[src/rtl/cfglut_kd.sv]
// Runtime-reconfigurable K-input dual-output LUT, loaded over a cascadable CDI/CDO shift chain.
// With SHADOW=1 the table is staged in a shadow register and swapped in atomically after 2**K bits.
module cfglut_kd #(
  parameter int                 K      = 5,
  parameter logic [(1<<K)-1:0]  INIT   = '0,
  parameter bit                 SHADOW = 1'b0
) (
  input  logic         CLK,
  input  logic         RST_N,
  input  logic         CE,
  input  logic         CDI,
  input  logic         ABORT,
  input  logic [K-1:0] I,
  output logic         O,
  output logic         LO,
  output logic         CDO,
  output logic         CFG_DONE
);

  localparam int N = 1 << K;

  logic [N-1:0] r_active;
  logic         r_done;

  // Lookup is purely combinational so a table swap shows on the same edge.
  assign O        = r_active[I];
  assign LO       = r_active[{1'b0, I[K-2:0]}];
  assign CFG_DONE = r_done;

  if (SHADOW == 1'b0) begin : g_direct
    logic w_unused_abort;
    assign w_unused_abort = ABORT;
    assign CDO            = r_active[N-1];

    always_ff @(posedge CLK or negedge RST_N) begin
      if (!RST_N) begin
        r_active <= INIT;
        r_done   <= 1'b0;
      end else begin
        r_done <= CE;
        if (CE) r_active <= {r_active[N-2:0], CDI};
      end
    end
  end else begin : g_shadow
    logic [N-1:0] r_shreg;
    logic [K-1:0] r_cnt;
    logic         w_last;

    // r_cnt == 0 is the idle state; any other value means a load is in flight.
    assign w_last = (r_cnt == K'(N - 1));
    assign CDO    = r_shreg[N-1];

    always_ff @(posedge CLK or negedge RST_N) begin
      if (!RST_N) begin
        r_active <= INIT;
        r_shreg  <= INIT;
        r_cnt    <= '0;
        r_done   <= 1'b0;
      end else if (ABORT) begin
        r_shreg  <= r_active;
        r_cnt    <= '0;
        r_done   <= 1'b0;
      end else if (CE) begin
        r_shreg  <= {r_shreg[N-2:0], CDI};
        r_cnt    <= r_cnt + K'(1);
        r_done   <= w_last;
        if (w_last) r_active <= {r_shreg[N-2:0], CDI};
      end else begin
        r_done   <= 1'b0;
      end
    end
  end

endmodule
[config.mk]
export PLATFORM = sky130hd
export DESIGN_NAME = cfglut_kd
export DESIGN_NICKNAME = d
export VERILOG_FILES = /design/src/rtl/cfglut_kd.sv
export SDC_FILE = /design/constraint.sdc
export NUM_CORES = 1
export LEC_CHECK = 0
export BUFFER_PORTS_ARGS = -buffer_cell sky130_fd_sc_hd__buf_4
export CORE_MARGIN = 2
export CORE_UTILIZATION = 43
export CTS_CLUSTER_DIAMETER = 50
export DETAILED_ROUTE_END_ITERATION = 12
export GPL_TIMING_DRIVEN = 0
export SYNTH_ARGS = -nofsm -noshare
export SYNTH_HDL_FRONTEND = slang
export SYNTH_SLANG_ARGS = --single-unit
[constraint.sdc]
create_clock -name CLK -period 2.75 [get_ports CLK]
set_input_delay 0.55 -clock CLK [delete_from_list [all_inputs] [get_ports CLK]]
set_output_delay 0.55 -clock CLK [all_outputs]
set_load 0.05 [all_outputs]
==> summary.md <==
| Metric | Value |
|---|---|
| Status | `completed` |
| Ant. Diodes | `0` |
| Async set or reset register ratio after synthesis | `100.0%` |
| VDD IR max | `around 0.32 mV` |
| Drt first-iter violations | `31` |
| Initial antenna violation count | `0` |
| Final hold vios | `0` |
| Routed wire per std cell | `15.77 microns` |
| Vias in the first global route | `around 960` |
| Cells after Synth | `99` |
| Fraction of layout cells with a size suffix above 1 | `about half` |
| Sequential element share of the synthesized area | `53.97%` |
| Critical path required time | `around 2200 ps` |
| Net Count, Synth | `about 110` |
| Final period util | `between 80% and 90%` |
| Final setup violation count | `0` |
| Post-synth EDFFs | `0` |
| #FFs+latches synth | `33` |
| Clock buffer depth | `2` |
| Worst path arrival time | `around 1900 ps` |
| # DRC | `0` |
| Pwr Density | `866.0 nW/um^2` |
| Max-slew headroom | `72.44%` |
| Distinct cell type count after synthesis | `20` |
| Critical path type | `reg2out` |
| Clock Skew | `about 2.2 ps` |
| Max-cap violation count | `0` |
| Internal | `roughly 1.0 mW` |
| Switching share of total power | `around 30%` |
| CORE AREA | `3390 sq um` |
| Filler Cells Inserted | `295` |
| Cell taking the most area after synthesis | `dfrtp_1` |
| Detailed-route wire length | `around 2600 microns` |
| P&R area growth vs syn | `12.27%` |
| Most frequent cells after synthesis | `dfrtp_1, mux2_2, mux2i_1` |
| RSZ-0062 raised after global routing | `false` |
| Top cell type's share of synthesized area | `53.97%` |
| Nets@finish | `approximately 130` |
| RePlAce Congestion | `around 0.86` |
| Synth Warn # | `0` |
| Worst Path Max Fanout | `3` |
| Crit path launch type | `register` |
| Largest net degree at the start of global routing | `34` |
| Chip Width | `about 64 microns` |
| Seq pwr share | `around 54%` |
| Psw | `~0.44 mW` |
| Combinational Power Share | `27.5%` |
| Crit end category | `output port` |
| Slew @ Worst Pin | `413.4 ps` |
| Leakage Power | `~0.78 nW` |
| M1 GR Usage | `19.04%` |
| Initial Util | `between 40% and 50%` |
| Top post-synthesis cells by area | `dfrtp_1, mux2_2, mux4_1, mux2i_1, mux4_2` |
| Clock Latency Late Sink | `approximately 340 ps` |
| Row count | `21` |
| H-Tree Depth | `2` |
| Post-route ant nets | `0` |
| Grt ovf | `0` |
| Syn avg cell area | `roughly 15 sq um` |
| Die area | `between 4000 and 5000 sq um` |
| # clock sinks | `33` |
| Grt met2 use | `22.76%` |
| Post-CTS Resized | `0` |
| Die H | `~64 microns` |
| Routed vias | `878` |
| Final min period | `around 2400 ps` |
| Total I/O pin count | `14` |
| Hold_buf cts | `0` |
| Num CTS Buffers | `5` |
| Global Route Usage Sum | `~15%` |
| CTS Root Buffer Type | `clkbuf_4` |
| Worst hold path type | `in2async` |
| Final Util | `between 50% and 60%` |
| Final Max Tran Viols | `0` |
| Clk pwr share | `around a fifth` |
| Met3 Resource Use GR | `4.643%` |
| First-pass GRT wire length | `around 4500 microns` |
| Fmax | `between 0.4 and 0.5 GHz` |
| Commonest register cell after synthesis | `dfrtp_1` |
| I/O Buffers | `10` |
| Clk pin slew, worst setup/hold paths | `approximately 90 ps` |
| Fin Setup TNS | `0 ps` |
| Setup Fix Bufs, Post-CTS | `0` |
| Via density | `~5.4` |
| TritonCTS clock tree | `done` |
| Most crowded layer after global routing | `met2` |
| Dpl hpwl | `1810 microns` |
| Netlist Area Pre-Place | `about 1500 sq um` |
| First-pass DRT Iterations | `4` |
[power by group through the flow]
stage                     Sequential (mW)  Combinational (mW)  Clock (mW)
after floorplan                     0.765               0.336           0
after global placement              0.808               0.405           0
after detailed placement            0.814               0.416           0
after CTS                           0.804               0.417       0.286
after global routing                0.831               0.455       0.305
final                               0.802               0.410       0.276
[area by class of cell]
type,instances,area (sq um),area share (%)
clock buffer,7,55.05,3.205
tap,46,57.56,3.350
inverter,2,7.507,0.4370
timing repair buffer,10,75.07,4.370
multi-input combinational,58,655.6,38.16
sequential,33,825.8,48.07
buffer,6,41.29,2.403
[worst max-delay path: stages (launching register included)]
cell,delay (ps)
dfrtp_1,420
mux4_2,460
mux2_2,300
nand3_2,70
nand4_1,100
buf_4,200
[state kept, by name (all words and copies together) (netlist names)]
| name | count |
|---|---|
| CFG_DONE | 1 |
| r_active | 32 |
[stage by stage]
stage	hold slack, ps	worst slack, ps	instances	area [sq um]	power [mW]
2_1_floorplan	254.4	205.2	99	1530	1.101
3_3_place_gp	505.9	320.6	155	1663	1.213
3_5_place_dp	515.5	318.2	155	1663	1.230
4_1_cts	147.1	292.5	162	1718	1.506
5_1_grt	151.9	166.7	162	1718	1.591
6_report	130.7	315.1	162	1718	1.488
[cells in the final DEF, fill, tap and decap left out, types with 3 or more instances in the layout]
cell and count:
mux4_1 4, dfrtp_1 33, mux2i_1 5, buf_2 3, buf_4 10, mux2_2 33, clkbuf_4 5
[cell families (layout without fill, tap and decap cells)]
kind of cell / after synthesis / after routing / synth area share, %
simple gates: 11 / 11 / 4.007
mux: 44 / 44 / 37.37
compound gates: 3 / 3 / 1.472
buf+inv: 8 / 25 / 3.188
flops: 33 / 33 / 53.97
[worst paths after layout]
check / startpoint / endpoint / slack, ps / cells after the start
setup / recovery: r_active[3] / O / 320 / 5
hold / removal: RST_N / r_active[0] / 130 / 1
setup reg to reg: r_active[3] / r_active[3] / 1960 / 1
hold reg to reg: r_active[17] / r_active[18] / 530 / 1
max in group asynchronous: RST_N / r_active[28] / 2320 / 1
min in group CLK: CE / CFG_DONE / 320 / 1
[layer usage]
metal | wire length, microns | share of wire, %
met1 | 1274 | 50
met2 | 1087 | 43
met3 | 117 | 4.6
met4 | 74 | 2.9
met5 | 0 | 0
Note: power is estimated with default switching activity, not from simulation.
